## config.mk

```make
export PLATFORM = sky130hd
export DESIGN_NAME = mmf_sched_flat
export DESIGN_NICKNAME = d
export VERILOG_FILES = /design/src/rtl/mmf_sched_pkg.sv /design/src/rtl/mmf_sched_if.sv /design/src/rtl/mmf_rr_arbiter.sv /design/src/rtl/mmf_sched.sv /design/src/flat_wrapper.sv
export SDC_FILE = /design/constraint.sdc
export NUM_CORES = 1
export LEC_CHECK = 0
export CORE_MARGIN = 1.5
export CORE_UTILIZATION = 48
export DETAILED_ROUTE_END_ITERATION = 16
export HOLD_SLACK_MARGIN = 0.05
export MAX_ROUTING_LAYER = met4
export PLACE_DENSITY = 0.83
export SLEW_MARGIN = 0
export SYNTH_ARGS = -nofsm -noshare
export SYNTH_HDL_FRONTEND = slang
export SYNTH_HIERARCHICAL = 1
export SYNTH_SLANG_ARGS = --single-unit
```

## constraint.sdc

```tcl
create_clock -name clk -period 2.6 [get_ports clk]
set_input_delay 0.26 -clock clk [delete_from_list [all_inputs] [get_ports clk]]
set_output_delay 0.26 -clock clk [all_outputs]
set_load 0.03 [all_outputs]
```

## src/rtl/mmf_sched_pkg.sv

```systemverilog
// Shared types and sizing helpers for the mmf_sched channel scheduler.
// Holds the FSM state encoding plus the index/counter width rules used by the top.
package mmf_sched_pkg;

    typedef enum logic [1:0] {
        ST_IDLE,
        ST_ISSUE,
        ST_WAIT,
        ST_WRITEBACK
    } sched_state_e;

    // Channel index needs at least one bit even for tiny channel counts.
    function automatic int idx_width(input int num_ch);
        return (num_ch <= 2) ? 1 : $clog2(num_ch);
    endfunction

    // The wait counter holds DP_LAT-1 at most.
    function automatic int cnt_width(input int dp_lat);
        return (dp_lat <= 2) ? 1 : $clog2(dp_lat);
    endfunction

    localparam int NUM_CH_DEF = 4;
    localparam int DP_LAT_DEF = 1;
    localparam int CH_IDX_W   = idx_width(NUM_CH_DEF);
    localparam int CNT_W      = cnt_width(DP_LAT_DEF);

endpackage

```

## src/rtl/mmf_sched_if.sv

```systemverilog
// Requester-side bundle of the scheduler: per-channel requests and currents in,
// grants, spikes, stored contexts and busy out.
interface mmf_sched_if #(
    parameter int NUM_CH = 4,
    parameter int W      = 8
);
    logic [NUM_CH-1:0]   req;
    logic [NUM_CH*W-1:0] current;
    logic [NUM_CH-1:0]   grant;
    logic [NUM_CH-1:0]   spike;
    logic [NUM_CH*W-1:0] state_out;
    logic                busy;

    modport master (
        output req, current,
        input  grant, spike, state_out, busy
    );

    modport slave (
        input  req, current,
        output grant, spike, state_out, busy
    );
endinterface

```

## src/rtl/mmf_rr_arbiter.sv

```systemverilog
// Combinational round-robin picker: first requester at or after ptr, wrapping.
// With MMF_SCHED_PRIO_EN defined, req[0] overrides the rotation and flags prio_win.
module mmf_rr_arbiter #(
    parameter int NUM_CH = 4,
    parameter int IDX_W  = 2
) (
    input  logic [NUM_CH-1:0] req,
    input  logic [IDX_W-1:0]  ptr,
    output logic              found,
    output logic [IDX_W-1:0]  sel,
    output logic              prio_win
);

    localparam logic [IDX_W:0] NUM_CH_X = (IDX_W+1)'(NUM_CH);

    logic [IDX_W-1:0]  cand [NUM_CH];
    logic [NUM_CH-1:0] cand_req;

    // cand[gi] is the channel sitting gi places after the pointer.
    for (genvar gi = 0; gi < NUM_CH; gi++) begin : g_rot
        logic [IDX_W:0] sum;
        assign sum          = {1'b0, ptr} + (IDX_W+1)'(gi);
        assign cand[gi]     = (sum >= NUM_CH_X) ? IDX_W'(sum - NUM_CH_X) : sum[IDX_W-1:0];
        assign cand_req[gi] = req[cand[gi]];
    end

    always_comb begin
        found    = 1'b0;
        sel      = '0;
        prio_win = 1'b0;
        for (int k = NUM_CH - 1; k >= 0; k--) begin
            if (cand_req[k]) begin
                found = 1'b1;
                sel   = cand[k];
            end
        end
`ifdef MMF_SCHED_PRIO_EN
        if (req[0]) begin
            found    = 1'b1;
            sel      = '0;
            prio_win = 1'b1;
        end
`endif
    end

endmodule

```

## src/rtl/mmf_sched.sv

```systemverilog
// Time-multiplexes one mmf update datapath across NUM_CH channel contexts.
// Optional channel-0 priority is enabled by defining MMF_SCHED_PRIO_EN.
module mmf_sched
    import mmf_sched_pkg::*;
#(
    parameter int NUM_CH   = 4,
    parameter int W        = 8,
    parameter int DP_LAT   = 1,
    parameter int SPIKE_TH = 200
) (
    input  logic          clk,
    input  logic          reset,
    mmf_sched_if.slave    bus,
    output logic          dp_start,
    output logic [W-1:0]  dp_current,
    output logic [W-1:0]  dp_state,
    input  logic [W-1:0]  dp_result
);

    localparam int IDX_W = idx_width(NUM_CH);
    localparam int CTR_W = cnt_width(DP_LAT);

    sched_state_e      state_q, state_d;
    logic [IDX_W-1:0]  ch_q, ch_d;
    logic [IDX_W-1:0]  ptr_q, ptr_d;
    logic [CTR_W-1:0]  cnt_q, cnt_d;
    logic              prio_q, prio_d;
    logic              dp_start_q, dp_start_d;
    logic [W-1:0]      dp_cur_q, dp_cur_d;
    logic [W-1:0]      dp_st_q, dp_st_d;
    logic [NUM_CH-1:0] grant_q, grant_d;
    logic [NUM_CH-1:0] spike_q, spike_d;
    logic              busy_q, busy_d;
    logic [W-1:0]      ctx_q [NUM_CH];
    logic [W-1:0]      ctx_d [NUM_CH];

    logic              arb_found;
    logic [IDX_W-1:0]  arb_sel;
    logic              arb_prio;

    mmf_rr_arbiter #(
        .NUM_CH (NUM_CH),
        .IDX_W  (IDX_W)
    ) u_arb (
        .req      (bus.req),
        .ptr      (ptr_q),
        .found    (arb_found),
        .sel      (arb_sel),
        .prio_win (arb_prio)
    );

    always_comb begin
        state_d    = state_q;
        ch_d       = ch_q;
        ptr_d      = ptr_q;
        cnt_d      = cnt_q;
        prio_d     = prio_q;
        dp_start_d = 1'b0;
        dp_cur_d   = dp_cur_q;
        dp_st_d    = dp_st_q;
        grant_d    = '0;
        spike_d    = '0;
        ctx_d      = ctx_q;
        unique case (state_q)
            ST_IDLE: begin
                // Operands are captured here and held until the write-back finishes.
                if (arb_found) begin
                    ch_d       = arb_sel;
                    prio_d     = arb_prio;
                    dp_cur_d   = bus.current[int'(arb_sel)*W +: W];
                    dp_st_d    = ctx_q[arb_sel];
                    dp_start_d = 1'b1;
                    state_d    = ST_ISSUE;
                end
            end
            ST_ISSUE: begin
                cnt_d   = CTR_W'(DP_LAT - 1);
                state_d = ST_WAIT;
            end
            ST_WAIT: begin
                if (cnt_q == '0) begin
                    ctx_d[ch_q]   = dp_result;
                    grant_d[ch_q] = 1'b1;
                    spike_d[ch_q] = (dp_result >= W'(SPIKE_TH));
                    if (!prio_q) begin
                        ptr_d = (ch_q == IDX_W'(NUM_CH - 1)) ? '0 : ch_q + 1'b1;
                    end
                    state_d = ST_WRITEBACK;
                end else begin
                    cnt_d = cnt_q - 1'b1;
                end
            end
            ST_WRITEBACK: begin
                state_d = ST_IDLE;
            end
            default: state_d = ST_IDLE;
        endcase
        busy_d = (state_d != ST_IDLE);
    end

    always_ff @(posedge clk) begin
        if (reset) begin
            state_q    <= ST_IDLE;
            ch_q       <= '0;
            ptr_q      <= '0;
            cnt_q      <= '0;
            prio_q     <= 1'b0;
            dp_start_q <= 1'b0;
            dp_cur_q   <= '0;
            dp_st_q    <= '0;
            grant_q    <= '0;
            spike_q    <= '0;
            busy_q     <= 1'b0;
            ctx_q      <= '{default: '0};
        end else begin
            state_q    <= state_d;
            ch_q       <= ch_d;
            ptr_q      <= ptr_d;
            cnt_q      <= cnt_d;
            prio_q     <= prio_d;
            dp_start_q <= dp_start_d;
            dp_cur_q   <= dp_cur_d;
            dp_st_q    <= dp_st_d;
            grant_q    <= grant_d;
            spike_q    <= spike_d;
            busy_q     <= busy_d;
            ctx_q      <= ctx_d;
        end
    end

    for (genvar gi = 0; gi < NUM_CH; gi++) begin : g_state_out
        assign bus.state_out[gi*W +: W] = ctx_q[gi];
    end

    assign bus.grant  = grant_q;
    assign bus.spike  = spike_q;
    assign bus.busy   = busy_q;
    assign dp_start   = dp_start_q;
    assign dp_current = dp_cur_q;
    assign dp_state   = dp_st_q;

endmodule
```

## src/flat_wrapper.sv

```systemverilog
// flat-port wrapper written by rule: the top's interface ports become plain ports
module mmf_sched_flat import mmf_sched_pkg::*;
#(
    parameter int NUM_CH   = 4,
    parameter int W        = 8,
    parameter int DP_LAT   = 1,
    parameter int SPIKE_TH = 200
)
  (clk, reset, dp_start, dp_current, dp_state, dp_result, bus_req, bus_current, bus_grant, bus_spike, bus_state_out, bus_busy);
  mmf_sched_if #(.NUM_CH(NUM_CH), .W(W)) bus_i ();
  input  logic clk;
  input  logic reset;
  output logic dp_start;
  output logic [W-1:0] dp_current;
  output logic [W-1:0] dp_state;
  input  logic [W-1:0] dp_result;
  input wire logic [$bits(bus_i.req)-1:0] bus_req;
  input wire logic [$bits(bus_i.current)-1:0] bus_current;
  output wire logic [$bits(bus_i.grant)-1:0] bus_grant;
  output wire logic [$bits(bus_i.spike)-1:0] bus_spike;
  output wire logic [$bits(bus_i.state_out)-1:0] bus_state_out;
  output wire logic [$bits(bus_i.busy)-1:0] bus_busy;
  assign bus_i.req = bus_req;
  assign bus_i.current = bus_current;
  assign bus_grant = bus_i.grant;
  assign bus_spike = bus_i.spike;
  assign bus_state_out = bus_i.state_out;
  assign bus_busy = bus_i.busy;
  mmf_sched #(.NUM_CH(NUM_CH), .W(W), .DP_LAT(DP_LAT), .SPIKE_TH(SPIKE_TH)) u_core (.clk(clk), .reset(reset), .bus(bus_i), .dp_start(dp_start), .dp_current(dp_current), .dp_state(dp_state), .dp_result(dp_result));
endmodule
```

# After elaboration in Yosys (flattened, before gate mapping)
# Cells that the tools add are included.
# word_totals
wordCells	92
in_bits	46
regBits	65
output_inout_bits	58
# classes
n_mux	35
n_eq_ne	4
shift	1
bitwise	6
n_lt_le_gt_ge	14
n_addsub	9
n_reduce_logical	9
# op_table
operator	n
32-bit bitwise mux	1
32-bit by 6-bit indexed part select with 8-bit output	1
8-bit two-way mux	3
2-bit two-way mux	11
8-bit binary-select mux with 2-bit select	1
8-bit demux with 2-bit select	1
3-bit greater-or-equal comparator, second input constant	5
2-bit by 3-bit < comparator with 1-bit output, second input constant	5
1-bit two-way mux	11
1-bit binary-select mux with 2-bit select	4
8-bit greater-or-equal comparator, second input constant	1
2-bit one-hot mux with 4 select lines	1
2-bit by 1-bit subtractor with 2-bit output, second input constant	4
2-bit by 2-bit adder with 3-bit output, second input constant	2
2-bit equality test, second input constant	3
2-bit NOT with 3-bit output	2
4-bit AND	1
2-bit AND reduction	2
2-bit nonzero test	2
2-bit by 1-bit adder with 3-bit output, second input constant	1
2-bit by 3-bit greater-or-equal comparator with 1-bit output, second input constant	1
3-bit by 1-bit < comparator with 1-bit output, second input constant	1
1-bit NOT	3
3-bit OR reduction	1
9 further kinds	10

# Depth between registers and ports, before layout
# logic_depth
depth_word	13
depth_mapped	8
ltp_nobuf	6

# By module
# The synthesis kept the hierarchy.
# by_module_without_submodules
module	area_each_um2	cells_per_inst	n_inst	seq_area_each_um2
mmf_sched	2738.9	300	1	1301.2
mmf_rr_arbiter	88.8	15	1	0.0

# Least setup slack after synthesis
# OpenSTA, ideal clock, no wires.
# synth_timing
kind	register to register
startpoint	reg u_core.ptr_q[1]
endpoint	reg u_core.dp_cur_q[2], in the netlist u_core/dp_current[2]
arrival_ns	1.638
setup_ns	0.132
setup_slack_ns	0.830
path_stages_with_launch	9
synth_period_minus_slack_ns	1.770
required_ns	2.468
path_buffers	2
path_cell_list	dfxtp_1 -> nand2b_1 -> a21oi_1 -> a211oi_2 -> buf_6 -> buf_12 -> mux4_2 -> nand3_1 -> a21oi_1
# synth_between
elab_chain_cells	10
elab_cells_between_ends	33
cone_classes	add/sub (7); order compare (4); shift (1); mux (20); reduce/logical (1)
# synth_rtl
element	line	rtl
start: declaration	mmf_sched.sv:25	logic [IDX_W-1:0] ptr_q, ptr_d;
start signal: assignment	mmf_sched.sv:118	ptr_q <= ptr_d;
2-bit by 2-bit adder with 3-bit output	mmf_rr_arbiter.sv:22	assign sum = {1'b0, ptr} + (IDX_W+1)'(gi);
3-bit greater-or-equal comparator / 2-bit by 1-bit subtractor with 2-bit output (equally long branches)	mmf_rr_arbiter.sv:23	assign cand[gi] = (sum >= NUM_CH_X) ? IDX_W'(sum - NUM_CH_X) : sum[IDX_W-1:0];
2-bit two-way mux	mmf_rr_arbiter.sv:23	
1-bit binary-select mux with 2-bit select	mmf_rr_arbiter.sv:24	assign cand_req[gi] = req[cand[gi]];
1-bit two-way mux (not written as such)	mmf_rr_arbiter.sv:24	
2-bit two-way mux (3 in a row)	mmf_rr_arbiter.sv:32	if (cand_req[k]) begin
2-bit two-way mux *	mmf_rr_arbiter.sv:32	
via u_core.arb_sel[0]	mmf_sched.sv:38	logic [IDX_W-1:0] arb_sel;
32-bit by 6-bit indexed part select with 8-bit output *	mmf_sched.sv:70	dp_cur_d = bus.current[int'(arb_sel)*W +: W];
end signal: assignment	mmf_sched.sv:122	dp_cur_q <= dp_cur_d;
end: declaration	mmf_sched.sv:29	logic [W-1:0] dp_cur_q, dp_cur_d;
# The timed path passes the listed nets; every way through them passes the cells marked *. The select of a mux whose other input is x is not followed.
# A chain may end at the register's enable or synchronous reset.

# Final worst setup path
# layout_timing
startpoint	reg u_core.ptr_q[1]
endpoint	reg u_core.dp_st_q[4], in the netlist u_core/dp_state[4]
# layout_between
elab_chain_cells	13
elab_cells_between_ends	36
cone_classes	add/sub (7); order compare (4); mux (23); bitwise (1); reduce/logical (1)
# layout_rtl
element	line	rtl
2-bit by 2-bit adder with 3-bit output	mmf_rr_arbiter.sv:22	
3-bit greater-or-equal comparator / 2-bit by 1-bit subtractor with 2-bit output (equally long branches)	mmf_rr_arbiter.sv:23	
2-bit two-way mux	mmf_rr_arbiter.sv:23	
1-bit binary-select mux with 2-bit select	mmf_rr_arbiter.sv:24	
1-bit two-way mux (not written as such)	mmf_rr_arbiter.sv:24	
2-bit two-way mux (3 in a row)	mmf_rr_arbiter.sv:32	
2-bit two-way mux *	mmf_rr_arbiter.sv:32	
via u_core.arb_sel[0]	mmf_sched.sv:38	
2-bit NOT with 3-bit output (not written as such) *	mmf_sched.sv:71	dp_st_d = ctx_q[arb_sel];
8-bit binary-select mux with 2-bit select *	mmf_sched.sv:71	
8-bit two-way mux (not written as such) * (2 in a row)	mmf_sched.sv:71	
end signal: assignment	mmf_sched.sv:123	dp_st_q <= dp_st_d;
end: declaration	mmf_sched.sv:30	logic [W-1:0] dp_st_q, dp_st_d;
# Marked as above.

==> qor.yml <==
clocking:
  post_cts_resized: 0
  cts_made_buffers: 9
  clkSlewWorstSetupHoldPaths_ns: 0.07
  clock_path_buffers: 2
  clock-sinks: 65
  cts_setup_buffers: 0
  holdBufCountCts: 0
  cts_root_buffer: "clkbuf_8"
  worstSkewPairLatency_ns: 0.33
  htreeDepth: 3
  cts_tree: "done"
outcome:
  status: "completed"
timing:
  finalSetupTns_ns: 0
  worst_pin_slew_ns: 0.5296
  min_period_ns: 1.968
  grt_setup_unrepaired: "false"
  fin_crit_sh: 0.7569
  finalSetupViolations: 0
  slew_violations: 0
  relSlewSlack: 0.6470
  worst_slack_ns: 0.6321
  max_freq_mhz: 508.2
  fin_skew_ns: 0.006684
  hold_viol: 0
setup_path:
  path_cells: "mux2i_1, a211oi_4, buf_12, mux4_1, nand3_1, a21oi_1"
  worstPathArrival_ns: 2.18
  reg2reg_depth: 6
  cp_max_fo: 17
  cp-end-kind: "register"
  crit_slowest_cell: "mux4_1"
  ff2ff_setup_slack_ns: 0.63
  max_stage_delay_ns: 0.56
  critPathLaunchType: "register"
  crit_type: "register to register"
  worstReg2RegEnd: "u_core/dp_state[4]"
  reg2reg_from: "u_core/ptr_q[1]"
  worstPathRequired_ns: 2.81
synth:
  ys_seq_area_frac: 0.4602
  yosys.area_share.simple: 0.2075
  netlist_area_mm2: 0.002828
  syn_nets: 367
  synth_cells: 315
  synth_top_family_by_area: "simple AND/OR/NAND/NOR gates"
  avgSynthCellArea_um2: 8.977
  synth-seq-cells: 65
  synth_top_area_share: 0.4602
  synth_top_cell_by_area: "dfxtp_1"
  synth_xor_area_frac: 0
  synth_compound_area_frac: 0.1035
  yosys-top-cells-area: "dfxtp_1 46%, nand2_1 12%, a21oi_1 9.4%"
  synthAdderAreaFrac: 0.02655
  synth_warnings: 6
  synth_cell_types: 27
  synth_mux_area_frac: 0.1500
layout:
  fillers: 416
  mostFrequentLayoutCells: "102 x clkdlybuf4s50_1, 91 x nand2_1, 65 x dfxtp_1"
  final_common_cell: "clkdlybuf4s50_1"
  insertedDiodeCount: 0
  fin_util: 0.7318
  areaGrowthSynthToFinish_pct: 45.13
  final_layout_size_suffix_gt1_frac: 0.07895
  final_net_count: 465
drt:
  wirelength_um: 7896
  drcViolationCount: 0
  wl_per_cell_um: 16.11
  vias_per_cell: 5.510
  via_count: 2700
  antenna_left: 0
  dr.pass1.iters: 5
  drt_iter0_markers: 148
floorplanning:
  die_h_um: 79.76
  die_width_um: 79.76
  dieArea_mm2: 0.006361
  coreArea_mm2: 0.005608
  ios: 104
  fp-row-count: 27
  start_util: 0.5042
place:
  dp_hpwl_um: 5469
  place_ws_ns: 0.2861
  portBuffers: 103
  gp_congestion: 0.8001
global_route:
  track_usage: 0.2601
  antenna_found_initial: 0
  grt-ovfl-total: 0
  grt_pass1_vias: 2559
  grt_max_degree: 34
  grt_pass1_wl_um: 12280
power_and_ir_drop:
  vdd_drop_max_v: 0.0003932
  powerDensity_mw_per_mm2: 567.7
  p_total_mw: 2.330
  seq_power_share: 0.451
  clkPwrFrac: 0.374
  pwr-share-comb: 0.175
  swShare: 0.2700
  p_int_mw: 1.701
  p_switching_uw: 629.1
  p_leak_nw: 1.453
flow_run:
  cap_violations: 0
hold_path:
  holdPathEnd: "u_core/dp_start"
  hold_path_depth: 2
  hold_start: "reset"
  hold_class: "primary input to register"
## final cells by class
cell class              count  area [um2]  share of cell area
clock buffers              10       137.6             0.03354
clock inverters             6       66.31             0.01616
inverters                   4       15.01            0.003659
multi-input cells         223        1390              0.3387
flip-flops and latches     65        1301              0.3171
well taps                  72       90.09             0.02195
repair buffers            110        1104              0.2689
## how the worst max path moves through the flow
| stage | cells past startpoint | start | slack (ns) | endpoint |
|---|---|---|---|---|
| after floorplan | 8 | u_core/ptr_q[1] | 0.83 | u_core/dp_current[2] |
| after global placement | 7 | bus_req[3] | 0.35 | u_core/dp_state[2] |
| after detailed placement | 7 | bus_req[3] | 0.29 | u_core/dp_state[0] |
| after CTS | 6 | u_core/ptr_q[1] | 0.63 | u_core/dp_state[1] |
| after global routing | 6 | u_core/ptr_q[1] | 0.50 | u_core/dp_state[4] |
| final | 6 | u_core/ptr_q[1] | 0.63 | u_core/dp_state[4] |
## cells by family (layout without fill, tap and decap cells)
logic type | Yosys count | count (layout)
simple gates | 141 | 141
flops | 65 | 65
compound gates | 56 | 56
buf+inv | 27 | 130
mux | 19 | 19
fa+ha+maj | 6 | 6
other cells | 1 | 1
## synth_stat cells
master	number
mux4_1	9
buf_12	1
mux2i_1	3
mux4_2	7
clkbuf_1	9
nand2b_1	3
ha_1	6
a21oi_1	53
nand3_1	19
a211oi_2	1
a211oi_1	2
dfxtp_1	65
buf_4	2
nor3b_1	1
nand2_1	91
nor3_1	1
inv_1	4
or3_1	1
buf_6	1
buf_2	9
nand3b_1	1
nor2b_1	1
nor2_1	18
or2_2	1
conb_1	1
and2_1	4
buf_1	1
## per-layer routing
metal  up-vias  GRT usage  part of all wire
met1      1266     0.3233              0.41
li1       1272          -                 -
met3        11    0.05829             0.095
met5         -          -                 0
met2       151     0.4280              0.49
met4         0    0.07414             0.010
## through the flow
step	cell area, um2	hold WS [ns]	std cells
floorplan	2828	0.3960	315
global placement	3900	0.4401	474
detailed placement	3900	0.4476	474
CTS	4104	0.3748	490
global route	4104	0.4020	490
finish	4104	0.3815	490
## sequential cells by signal (all words and copies together), names as in the netlist
| signal | cells |
|---|---|
| u_core/bus.busy | 1 |
| u_core/bus.grant | 4 |
| u_core/bus.spike | 4 |
| u_core/bus.state_out | 32 |
| u_core/ch_q | 2 |
| u_core/dp_current | 8 |
| u_core/dp_start | 1 |
| u_core/dp_state | 8 |
| u_core/prio_q | 1 |
| u_core/ptr_q | 2 |
| u_core/state_q | 2 |
## power groups by stage
stage / registers [mW] / clock network [mW] / logic (mW)
after global routing: 1.05 / 0.929 / 0.441
final: 1.05 / 0.870 / 0.409
after global placement: 1.07 / 0 / 0.399
after floorplan: 1.13 / 0 / 0.179
after detailed placement: 1.07 / 0 / 0.407
after CTS: 1.05 / 0.879 / 0.409
## worst max-delay path, delay by kind of cell, from the launching register on
kind	cells	cell delay, ns
AOI/OAI and AO/OA	2	0.37
DFF	1	0.44
and+or+nand+nor	1	0.10
buffers and inverters	1	0.21
muxes	2	0.71
No activity file was read; power rests on OpenSTA's default activity.
==> RTL change 1: new RTL, same settings <==
The option `MMF_SCHED_PRIO_EN` is turned on by a define.
--- a/src/rtl/mmf_rr_arbiter.sv
+++ b/src/rtl/mmf_rr_arbiter.sv
@@ -1,4 +1,6 @@
 // Combinational round-robin picker: first requester at or after ptr, wrapping.
 // With MMF_SCHED_PRIO_EN defined, req[0] overrides the rotation and flags prio_win.
+`define MMF_SCHED_PRIO_EN
+
 module mmf_rr_arbiter #(
     parameter int NUM_CH = 4,
Behaviour: not the same (Yosys sat finds a counterexample within 10 cycles, from zero or initial values and one cycle with reset high).
==> RTL change 1 against the original RTL <==
- power increased by 2.3%
- sequential power about the same
- wire length about the same
- sequential cell count unchanged
- global-route usage decreased by 0.26 points
- final area decreased by 0.18%
- setup slack got worse by 150 ps
- synthesized area decreased by 0.71%
- synthesized cell count decreased by 1.6%
- critical path type is now in2reg
- largest cell class unchanged
==> RTL change 1: results (changes against the original RTL) <==
[run_status]
status=finished clean  ; unchanged

[yosys]
yosysUniqueCellTypes=26  ; was 27
syn-num-nets=362  ; was 367
ys_async_sr_fraction=0  ; unchanged
synth_compound_area_frac=0.107  ; was 0.104
synth_area_leaders=dfxtp_1 (46%), nand2_1 (12%), a21oi_1 (9.3%), mux4_1 (8.4%), mux4_2 (5.6%)  ; was dfxtp_1 (46%), nand2_1 (12%), a21oi_1 (9.4%), mux4_1 (8.4%), mux4_2 (5.6%)
yosysWarnings=6  ; unchanged
syn_inst=310  ; was 315
synth_xor_area_frac=0  ; unchanged
synth.mux.area_fraction=0.151  ; was 0.150
synthAdderAreaFrac=0.0267  ; was 0.0265
synthTopCellsByCount=nand2_1 (90), dfxtp_1 (65), a21oi_1 (52), nand3_1 (19), nor2_1 (16)  ; was nand2_1 (91), dfxtp_1 (65), a21oi_1 (53), nand3_1 (19), nor2_1 (18)
synth_seq_area_share=0.463  ; was 0.460

[clock_tree]
path_clk_slew_ps=60
postCtsSetupBuffers=0  ; unchanged
ctsResizeCount=0  ; unchanged
cts_made_buffers=9  ; unchanged
htree_levels=3  ; unchanged
cts_root_buf=clkbuf_8  ; unchanged
cts_sinks=65  ; unchanged
insertion_delay_ps=340

[route]
finalWirelength_um=7890  ; was 7900 um
first_pass_iters=4  ; was 5
drt_iter0_markers=107  ; was 148
wire_per_inst_um=16.3  ; was 16.1 um
avgViaCountPerCell=5.40  ; was 5.51

[global_route]
antenna_found_initial=0  ; unchanged
grt_pass1_wl_um=12100  ; was 12,300 um
grt_max_degree=43  ; was 34
grt_usage=0.258  ; was 0.260
grt_pass1_vias=2533  ; was 2,559

[placement]
hpwl_um=5420  ; was 5470 um
dpl_cell_area_sq_um=3880  ; was 3900 sq um
dpl.cell_count=470  ; was 474
place.gp.congestion=0.817  ; was 0.800
pre_cts_ws_ps=164  ; was 286 ps

[worst_setup_path]
path_max_fanout=12  ; was 17
crit_arrival_ps=2330  ; was 2180 ps
crit_family=buffers and inverters  ; was multiplexers
slowest_delay_ps=570
critPathSlowestCell=mux4_1  ; unchanged
worstSetupEndpointType=flip-flop  ; unchanged

[pwr]
ir_drop_mv=0.374  ; was 0.393 mV
internal_power_mw=1.80  ; was 1.70 mW
p_leak_nw=1.47  ; was 1.45 nW

[cells_and_area]
antenna_cells=0  ; unchanged
drive_above_1_share=0.0801  ; was 0.0789
largest_reg_flops=32  ; unchanged
layout.nets=461  ; was 465

[timing]
worst_pin_slew_ps=755  ; was 530 ps
finClkSkew_ps=4.14  ; was 6.68 ps

[hold_path]
hold_class=reg2reg  ; was in2reg

## RTL change 1: changes by cell type in the layout (fill, tap and decap cells not counted), moves of 2 or more
cell        change
buf_4           +2
inv_1           +2
nand2b_1        -2
clkinvlp_4      -3
nor2_1          -2
## RTL change 1: area by class of cell
| cell class | instances | area (sq um) |
|---|---|---|
| clock buffer | 11 | 151 |
| timing repair buffer | 111 | 1100 |
| fill | 406 | 1480 |
| inverter | 6 | 22.5 |
| clock inverter | 3 | 65.1 |
| sequential | 65 | 1300 |
| multi-input combinational | 216 | 1370 |
| tap | 72 | 90.1 |
## RTL change 1: worst paths after layout
kind	startpoint	endpoint	slack, ps	depth (start not counted)
max	bus_req[2]	u_core/dp_state[6]	480	7
min	u_core/dp_current[5]	u_core/dp_current[5]	450	2
max reg2reg	u_core/ptr_q[0]	u_core/dp_state[6]	670	6
min reg2reg	u_core/dp_current[5]	u_core/dp_current[5]	450	2
## RTL change 1: worst min-delay path, delay by kind of cell, from the launching register on
family	cells	cell delay, ps
AO/OA/AOI/OAI	1	50
flip-flops	1	310
AND/OR/NAND/NOR	1	50
## RTL change 1: power groups by stage
stage	combinational (mW)	sequential (mW)	clock, mW
final	0.391	1.05	0.942
after global routing	0.417	1.05	0.996
after CTS	0.392	1.05	0.943
after detailed placement	0.390	1.07	0
after global placement	0.382	1.07	0
after floorplan	0.164	1.12	0
## RTL change 1: logic make-up (layout without fill, tap and decap cells)
logic type	after synthesis	count (layout)
and+or+nand+nor	135	135
DFF	65	65
AOI/OAI and AO/OA	56	56
muxes	19	19
buffers and inverters	29	131
adders and majority gates	6	6
## RTL change 1: per-layer routing
metal,up-vias,GRT usage,share of wire
met5,-,-,0
met4,0,0.0930,0.010
met3,8,0.0594,0.082
met2,107,0.442,0.49
met1,1249,0.294,0.41
li1,1249,-,-
==> RTL change 2: new RTL, same flow settings <==
Without the edit above. The 4 states of `sched_state_e` get a one-hot encoding in 4 bits.
--- a/src/rtl/mmf_sched_pkg.sv
+++ b/src/rtl/mmf_sched_pkg.sv
@@ -3,9 +3,9 @@
 package mmf_sched_pkg;
 
-    typedef enum logic [1:0] {
-        ST_IDLE,
-        ST_ISSUE,
-        ST_WAIT,
-        ST_WRITEBACK
+    typedef enum logic [3:0] {
+        ST_IDLE      = 4'b0001,
+        ST_ISSUE     = 4'b0010,
+        ST_WAIT      = 4'b0100,
+        ST_WRITEBACK = 4'b1000
     } sched_state_e;
 
Function: no difference found for any inputs over 10 cycles, from zero or initial values and one cycle with reset high; not proved beyond that.
==> RTL change 2 against the original RTL <==
- sequential cell count is 2 higher
- synthesized area is 3.1% higher
- critical path depth decreased by 1
- power grew 4.3%
- final area rose by 0.82%
- wire length increased by 1.3%
- setup slack better by 8.3 ps
- maximum frequency increased by 0.42%
- non-clock buffer count grew 1
- largest power group unchanged
==> RTL change 2: results (changes against the original RTL) <==
[yosys]
synth.mux.area_fraction=0.127  ; was 0.150
synthTopCellsByCount=dfxtp_1 (67), a21oi_1 (38), nand3_1 (36), o21ai_1 (34)  ; was nand2_1 (91), dfxtp_1 (65), a21oi_1 (53), nand3_1 (19), nor2_1 (18)
yosysUniqueCellTypes=36  ; was 27
syn-num-nets=338  ; was 367
syn_inst=288  ; was 315
synth_compound_area_frac=0.187  ; was 0.104
synth_seq_area_share=0.460  ; about the same
synthAdderAreaFrac=0.0172  ; was 0.0265

[global_route]
use_met3=0.0618  ; was 0.0583
grt_pass1_wl_um=12700  ; was 12,300 um
met1_usage=0.308  ; was 0.323
grt_usage=0.265  ; was 0.260

[cells_and_area]
finalInstanceArea_sq_um=4140  ; was 4100 sq um
fin_cells=465  ; was 490
final-clk-cell-share=0.0484  ; was 0.0497
drive_above_1_share=0.115  ; was 0.0789
multi_input_area_share=0.332  ; was 0.339
seq_area_sq_um=1340  ; was 1300 sq um
buf_share=0.267  ; was 0.269
nMultiInputCombCells=189  ; was 223
nFillCells=453  ; was 416
layout.nets=435  ; was 465

[run_status]
status=finished clean  ; unchanged

[placement]
place.gp.congestion=0.818  ; was 0.800
pre_cts_ws_ps=306  ; was 286 ps
dpl_cell_area_sq_um=3940  ; was 3900 sq um
hpwl_um=5320  ; was 5470 um

[hold_path]
hold_class=reg2reg  ; was in2reg

[route]
vias=2694  ; was 2,700
finalWirelength_um=8000  ; was 7900 um
wl_met1_um=3170  ; was 3230 um
wl_met3_um=611  ; was 749 um

[worst_setup_path]
critPathSlowestCell=mux4_2  ; was mux4_1

[pwr]
p_leak_nw=1.40  ; was 1.45 nW
p_clk_frac=0.358  ; was 0.374

[clock_tree]
cts_sinks=67  ; was 65
insertion_delay_ps=350  ; was 330 ps

[timing]
worst_pin_slew_ps=524  ; was 530 ps

## RTL change 2: changes by cell type after synthesis, sizes merged, moves of 6 or more
cell / unedited run / this run
nand2: 91 / 7
a21oi: 53 / 39
o21ai: 0 / 37
nand3: 19 / 36
a22o: 0 / 16
buf: 14 / 20
## RTL change 2: final timing paths
kind | from | endpoint | slack, ps | cells past startpoint
worst max-delay path | u_core/ptr_q[1] | u_core/dp_current[7] | 640 | 5
worst min register to register | u_core/dp_current[3] | u_core/dp_current[3] | 480 | 1
worst min-delay path | u_core/dp_current[3] | u_core/dp_current[3] | 480 | 1
worst max register to register | u_core/ptr_q[1] | u_core/dp_current[7] | 640 | 5
## RTL change 2: worst max-delay path: cells and delay by family (launching register included)
| kind | cells | cell delay, ps |
|---|---|---|
| AO/OA/AOI/OAI | 2 | 520 |
| buffers and inverters | 1 | 220 |
| flip-flops | 1 | 430 |
| multiplexers | 2 | 660 |
